==> src/rtl/spi_ram_arbiter.sv <==
// SPI command decoder and two-requester RAM arbiter.
// Shares one single-port sync RAM between the SPI slave and a host port.
module spi_ram_arbiter #(
    parameter int ADDR_WIDTH = 8,
    parameter int TX_HOLD    = 8
) (
    input  logic                  clk,
    input  logic                  rst,
    input  logic [9:0]            rx_data,
    input  logic                  rx_valid,
    output logic [7:0]            tx_data,
    output logic                  tx_valid,
    input  logic                  host_req,
    input  logic                  host_we,
    input  logic [ADDR_WIDTH-1:0] host_addr,
    input  logic [7:0]            host_wdata,
    output logic                  host_gnt,
    output logic                  host_rvalid,
    output logic [7:0]            host_rdata,
    output logic                  ram_en,
    output logic                  ram_we,
    output logic [ADDR_WIDTH-1:0] ram_addr,
    output logic [7:0]            ram_wdata,
    input  logic [7:0]            ram_rdata,
    output logic                  spi_ovf
);

    typedef enum logic {
        IDLE,
        ISSUE
    } state_t;

    localparam int CW = $clog2(TX_HOLD + 1);
    localparam logic [CW-1:0] TX_LAST = CW'(TX_HOLD - 1);

    state_t                state;
    logic [ADDR_WIDTH-1:0] wr_addr;
    logic [ADDR_WIDTH-1:0] rd_addr;
    logic                  spi_pend;
    logic                  spi_pwe;
    logic [ADDR_WIDTH-1:0] spi_paddr;
    logic [7:0]            spi_pwdata;
    logic                  rr_spi;
    logic                  ram_tag_spi;
    logic                  rd_pend;
    logic                  rd_spi;
    logic [CW-1:0]         tx_cnt;

    logic [1:0]            op;
    logic [7:0]            payload;
    logic                  spi_rd_busy;
    logic                  spi_elig;
    logic                  host_elig;
    logic                  spi_win;
    logic                  host_win;

    // Eligibility and round-robin winner selection for the IDLE cycle
    always_comb begin
        op          = rx_data[9:8];
        payload     = rx_data[7:0];
        spi_rd_busy = tx_valid | (rd_pend & rd_spi);
        spi_elig    = spi_pend & (spi_pwe | ~spi_rd_busy);
        host_elig   = host_req;
        spi_win     = (state == IDLE) & spi_elig & (~host_elig | ~rr_spi);
        host_win    = (state == IDLE) & host_elig & ~spi_win;
    end

    // Access FSM: launch one RAM access, then one idle cycle
    always_ff @(posedge clk or posedge rst) begin
        if (rst) begin
            state       <= IDLE;
            ram_en      <= 1'b0;
            ram_we      <= 1'b0;
            ram_addr    <= '0;
            ram_wdata   <= '0;
            ram_tag_spi <= 1'b0;
            host_gnt    <= 1'b0;
            rr_spi      <= 1'b0;
        end else begin
            case (state)
                IDLE: begin
                    if (spi_win | host_win) begin
                        ram_en      <= 1'b1;
                        host_gnt    <= host_win;
                        ram_tag_spi <= spi_win;
                        rr_spi      <= spi_win;
                        state       <= ISSUE;
                        if (spi_win) begin
                            ram_we    <= spi_pwe;
                            ram_addr  <= spi_paddr;
                            ram_wdata <= spi_pwdata;
                        end else begin
                            ram_we    <= host_we;
                            ram_addr  <= host_addr;
                            ram_wdata <= host_wdata;
                        end
                    end
                end
                ISSUE: begin
                    ram_en   <= 1'b0;
                    ram_we   <= 1'b0;
                    host_gnt <= 1'b0;
                    state    <= IDLE;
                end
                default: state <= IDLE;
            endcase
        end
    end

    // SPI command decode into address registers and the single pending slot
    always_ff @(posedge clk or posedge rst) begin
        if (rst) begin
            wr_addr    <= '0;
            rd_addr    <= '0;
            spi_pend   <= 1'b0;
            spi_pwe    <= 1'b0;
            spi_paddr  <= '0;
            spi_pwdata <= '0;
            spi_ovf    <= 1'b0;
        end else begin
            if (spi_win)
                spi_pend <= 1'b0;
            if (rx_valid) begin
                case (op)
                    2'b00: wr_addr <= payload[ADDR_WIDTH-1:0];
                    2'b10: rd_addr <= payload[ADDR_WIDTH-1:0];
                    default: begin
                        if (spi_pend & ~spi_win) begin
                            spi_ovf <= 1'b1;
                        end else begin
                            spi_pend   <= 1'b1;
                            spi_pwe    <= ~op[1];
                            spi_paddr  <= op[1] ? rd_addr : wr_addr;
                            spi_pwdata <= payload;
                        end
                    end
                endcase
            end
        end
    end

    // Read return: tag follows the access, data captured a cycle later
    always_ff @(posedge clk or posedge rst) begin
        if (rst) begin
            rd_pend     <= 1'b0;
            rd_spi      <= 1'b0;
            host_rvalid <= 1'b0;
            host_rdata  <= '0;
            tx_valid    <= 1'b0;
            tx_data     <= '0;
            tx_cnt      <= '0;
        end else begin
            rd_pend     <= ram_en & ~ram_we;
            rd_spi      <= ram_tag_spi;
            host_rvalid <= 1'b0;
            if (rd_pend & ~rd_spi) begin
                host_rvalid <= 1'b1;
                host_rdata  <= ram_rdata;
            end
            if (rd_pend & rd_spi) begin
                tx_valid <= 1'b1;
                tx_data  <= ram_rdata;
                tx_cnt   <= TX_LAST;
            end else if (tx_valid) begin
                if (tx_cnt == '0)
                    tx_valid <= 1'b0;
                else
                    tx_cnt <= tx_cnt - CW'(1);
            end
        end
    end

endmodule

==> config.mk <==
export PLATFORM = sky130hd
export DESIGN_NAME = spi_ram_arbiter
export DESIGN_NICKNAME = d
export VERILOG_FILES = /design/src/rtl/spi_ram_arbiter.sv
export SDC_FILE = /design/constraint.sdc
export NUM_CORES = 1
export LEC_CHECK = 0
export ABC_AREA = 1
export BUFFER_PORTS_ARGS = -buffer_cell sky130_fd_sc_hd__clkbuf_2
export CAP_MARGIN = 20
export CORE_UTILIZATION = 46
export DETAILED_ROUTE_END_ITERATION = 12
export PLACE_DENSITY = 0.82
export SLEW_MARGIN = 20
export SYNTH_ARGS = -nofsm -noshare
export SYNTH_HDL_FRONTEND = slang
export SYNTH_SLANG_ARGS = --single-unit
==> constraint.sdc <==
create_clock -name clk -period 2.7 [get_ports clk]
set_clock_uncertainty 0.2 [all_clocks]
set_input_delay 0.405 -clock clk [delete_from_list [all_inputs] [get_ports clk]]
set_output_delay 0.405 -clock clk [all_outputs]
set_load 0.01 [all_outputs]
; ---- After elaboration in Yosys (flattened, before gate mapping)
; Cells that the tools add are included.
[totals]
out_inout_bits = 38
regBits = 80
elab_cells = 81
inputBits = 39
[classes]
eq_ne = 3
mux = 23
n_bitwise = 23
add_sub_neg = 1
reduce_logical = 10
[ops]
columns = cell, n
row1 = $mux W8, 3
row2 = $mux W1, 13
row3 = $mux W4, 3
row4 = $not A1 Y1, 10
row5 = $and A1 B1 Y1, 9
row6 = $pmux W1 S2, 4
row7 = $reduce_and A2 Y1, 4
row8 = $reduce_and A3 Y1, 2
row9 = $logic_not A4 Y1, 1
row10 = $or A1 B1 Y1, 4
row11 = $sub A4 B1 Y4 const B, 1
row12 = $eq A2 B2 Y1 const B, 1
row13 = $logic_not A2 Y1, 1
row14 = $ne A2 B1 Y1 const B, 1
row15 = $ne A2 B2 Y1 const B, 1
row16 = $reduce_bool A2 Y1, 1
row17 = $reduce_or A2 Y1, 1

; ---- Longest topological paths before layout
[logic_depth]
ltp_word = 12
mapped_depth = 9
ltp_nobuf = 8

; ---- Worst setup path before layout
; OpenSTA, ideal clock, no wires.
[synth_timing]
kind = reg-to-reg
from = register state
to = register spi_pwdata[0]
n_path_buf = 1
t_arrival_ns = 1.115
stages_incl_launch_ff = 10
path_slack_ns = 1.267
period_less_slack_ns = 1.433
path_cell_list = dfrtp_1 > inv_2 > nand2_1 > nor2_2 > nand2_2 > nand2_2 > nand2_2 > buf_6 > nand2_1 > nand2_1
[synth_via]
elab_chain_cells = 7
[synth_lines]
columns = item, line_no
row1 = from (decl), 36  ; state_t state;
row2 = from (signal assigned), 71  ; state <= IDLE;
row3 = from (signal assigned), 87  ; state <= ISSUE;
row4 = from (signal assigned), 103  ; state <= IDLE;
row5 = $not A1 Y1 (no line), --
row6 = $and A1 B1 Y1 (2 in series), 64  ; spi_win = (state == IDLE) & spi_elig & (~host_elig | ~rr_spi);
row7 = $not A1 Y1, 128  ; if (spi_pend & ~spi_win) begin
row8 = $and A1 B1 Y1, 128
row9 = $not A1 Y1 (no line), --
row10 = $reduce_and A3 Y1 (no line), --
row11 = to (signal assigned), 134  ; spi_pwdata <= payload;
row12 = to (decl), 42  ; logic [7:0] spi_pwdata;
; Every way passes these cells.
; A chain may end at the register's enable or synchronous reset.

; ---- Final worst setup path
[layout_timing]
from = register rd_spi
to = register ram_addr[0]
[layout_via]
elab_chain_cells = 11
word_cells_on_any_way = 12
classes_between = mux: 1 / bitwise: 10 / reduce/logical: 1
[layout_lines]
columns = item, line_no
row1 = from (decl), 46  ; logic rd_spi;
row2 = from (signal assigned), 154  ; rd_spi <= ram_tag_spi;
row3 = $and A1 B1 Y1 *, 61  ; spi_rd_busy = tx_valid | (rd_pend & rd_spi);
row4 = $or A1 B1 Y1 *, 61
row5 = $not A1 Y1 *, 62  ; spi_elig = spi_pend & (spi_pwe | ~spi_rd_busy);
row6 = $or A1 B1 Y1 *, 62
row7 = $and A1 B1 Y1 *, 62
row8 = $and A1 B1 Y1 * (2 in series), 64
row9 = $not A1 Y1, 65  ; host_win = (state == IDLE) & host_elig & ~spi_win;
row10 = $and A1 B1 Y1, 65
row11 = $or A1 B1 Y1, 82  ; if (spi_win | host_win) begin
row12 = $reduce_and A2 Y1 (no line), --
row13 = to (signal assigned), 90  ; ram_addr <= spi_paddr;
row14 = to (signal assigned), 94  ; ram_addr <= host_addr;
row15 = to (decl), 22  ; output logic [ADDR_WIDTH-1:0] ram_addr,
; Mark *: on every way between the ends. The rest lies on a longest branch, timed or not.

==> summary.md <==
| Metric | Value |
|---|---|
| Status | complete, no violations |
| VDD IR max | roughly 0.35 mV |
| Root buf cell | clkbuf_8 |
| Final period util | 0.759 |
| H-Tree Depth | 3 |
| Fin. Hold Viols | 0 |
| Final Non-Filler Cells | ~580 |
| Placed cell count | approximately 560 |
| HP Class | input pin to register |
| Chip Width | just under 90 µm |
| Initial Util | 0.487 |
| Gr ovfl total | 0 |
| Most frequent cells in the layout | 144 x nand2_1, 80 x dfrtp_1, 76 x clkbuf_2, 70 x o21ai_0, 45 x inv_1 |
| Final HPWL DP | between 4000 and 5000 µm |
| Core Area | between 6000 and 7000 µm² |
| Setup TNS | 0 ns |
| Worst-path clk slew | around 0.08 ns |
| CP arrival | ~2.1 ns |
| Yosys warning count | 0 |
| Post-layout util | 0.582 |
| Final setup fails | 0 |
| Register area share after synthesis | 0.589 |
| DIE AREA | ~7700 µm² |
| Most common cell after layout, fill and taps aside | nand2_1 |
| CTS tree | done |
| Max Fclk | between 0.4 and 0.5 GHz |
| Maximum clock path buffer count | 2 |
| Critical Path RT | 2.76 ns |
| Worst-path maximum fanout | 33 |
| Area delta synth->final | 19.5% |
| Routed WL | 6900 µm |
| Pwr Density | 1130 nW/µm² |
| Relative slew slack | 0.505 |
| Tot GR Track Use | 0.191 |
| Number of global-route vias before repair | around 2500 |
| Final slew viol count | 0 |
| Row count | 30 |
| Antenna violations before repair | 0 |
| Crit Path Category | register to register |
| Synthesized instance count | 400 |
| Largest net degree at the start of global routing | 50 |
| Post-route minimum period | 2.05 ns |
| Via Count | between 2000 and 3000 |
| Netlist cell types | 20 |
| Leak | 2.26 nW |
| Total CTS buffers | 9 |
| Share of cells above drive strength 1 | 0.213 |
| Synthesis-stage register bit count | 80 |
| WL/cell | about 12 µm |
| Worst-Margin Slew | ~0.74 ns |
| Post-synthesis average cell area | around 8.5 µm² |
| Reg2Reg Setup Slack | roughly 0.65 ns |
| Antenna-violating nets left | 0 |
| Global-route wire length before repair | approximately 11000 µm |
| N_diodes | 0 |
| Worst-skew pair later-pin latency | 0.35 ns |
| Die height | 88.0 µm |
| Clock sink count | 80 |
| Setup crit end kind | register |
| DRC viols | 0 |
| Synth Net Count | 440 |
| Mapped Area | approximately 3400 µm² |
| Fillers | ~630 |
| CP Launch Type | register |
| Final #Nets | roughly 500 |
| Final GP Congestion | ~0.8 |
| RSZ-0062 raised after global routing | no |
| Ports | 77 |
| Via/cell ratio | roughly 4.8 |
| # port buffers | 76 |
| Detailed Routing Iterations Pass 1 | 4 |
| Total of max-cap violations | 0 |
| Detailed router's first-iteration violation count | 156 |
| Post-CTS Resized | 0 |
| Pwr Total | 4.60 mW |
==> through the flow <==
step                      hold slack, ns  setup slack [ns]  instance area (µm²)
after floorplan                    0.174            0.0433                 3400
after detailed placement           0.193             0.695                 3810
after global placement             0.210             0.793                 3810
after CTS                         0.0865             0.638                 4060
after global routing               0.105             0.425                 4060
final                             0.0975             0.651                 4060
==> final timing paths <==
kind,startpoint,endpoint,depth (start not counted)
min,ram_rdata[6],tx_data[6]$_DFFE_PP0P_,3
max reg2reg,rd_spi$_DFF_PP0_,ram_addr[0]$_DFFE_PP0P_,8
min reg2reg,ram_tag_spi$_DFFE_PP0P_,rd_spi$_DFF_PP0_,0
max,rd_spi$_DFF_PP0_,ram_addr[0]$_DFFE_PP0P_,8
max in group asynchronous,rst,spi_paddr[6]$_DFFE_PP0P_,4
min in group asynchronous,rst,host_rdata[4]$_DFFE_PP0P_,4
==> cells by family after synthesis <==
group,after synthesis,synth area share
compound gates,73,0.109
buf+inv,65,0.0872
simple gates,181,0.211
fa+ha+maj,1,0.00368
flops,80,0.589
==> layer usage <==
metal | vias to the layer above | routed length (µm) | GRT usage
met3 | 11 | 262 | 0.0264
li1 | 1400 | - | -
met2 | 68 | 3210 | 0.307
met5 | - | 0 | 0
met4 | 0 | 138 | 0.103
met1 | 1272 | 3290 | 0.253
==> Yosys cell counts <==
| library cell | number | share of area |
|---|---|---|
| nand2_1 | 144 | 0.16 |
| dfrtp_1 | 80 | 0.59 |
| o21ai_0 | 70 | 0.10 |
| inv_1 | 46 | 0.051 |
| nand3_1 | 21 | 0.031 |
| nor2_1 | 11 | 0.012 |
| buf_2 | 4 | 0.0059 |
| clkbuf_1 | 4 | 0.0044 |
| nand2_2 | 4 | 0.0074 |
| buf_4 | 3 | 0.0066 |
| buf_6 | 2 | 0.0066 |
| inv_2 | 2 | 0.0022 |
| o21bai_1 | 2 | 0.0044 |
| a21oi_1 | 1 | 0.0015 |
| buf_12 | 1 | 0.0059 |
| clkbuf_2 | 1 | 0.0015 |
| clkbuf_4 | 1 | 0.0022 |
| clkinv_1 | 1 | 0.0011 |
| ha_1 | 1 | 0.0037 |
| nor2_2 | 1 | 0.0018 |
==> area by class of cell <==
type,count,area [µm²],share of cell area
clock buffer,10,128,0.0314
inverter,49,184,0.0453
tap,96,120,0.0296
multi-input combinational,255,1100,0.271
timing repair buffer,80,413,0.102
clock inverter,6,116,0.0286
sequential,80,2000,0.493
==> critical path, stage by stage, from the launching register on <==
cell and delay (ns):
dfrtp_1 0.38, nand2_1 0.07, buf_4 0.22, nand2_1 0.10, nand2_1 0.08, nand2_2 0.09
inv_1 0.56, nand2_1 0.13, o21ai_0 0.12
==> power breakdown <==
part           switching, mW  internal [mW]  leakage (nW)
registers              0.275           1.70         0.981
clock network          0.438          0.621         0.121
logic                  0.982          0.575          1.15
total                   1.70           2.90          2.26
==> state kept, by name, summed over array words and instances, names as in the netlist, 4 cells and up <==
| name | count |
|---|---|
| host_rdata | 8 |
| ram_addr | 8 |
| ram_wdata | 8 |
| rd_addr | 8 |
| spi_paddr | 8 |
| spi_pwdata | 8 |
| tx_cnt | 4 |
| tx_data | 8 |
| wr_addr | 8 |
==> repair_timing <==
item	4_1_cts	5_1_grt
hold buffers	1	0
endpoints found under the hold margin	31	0
buffers inserted	0	0
Note: power is estimated with default switching activity, not from simulation.
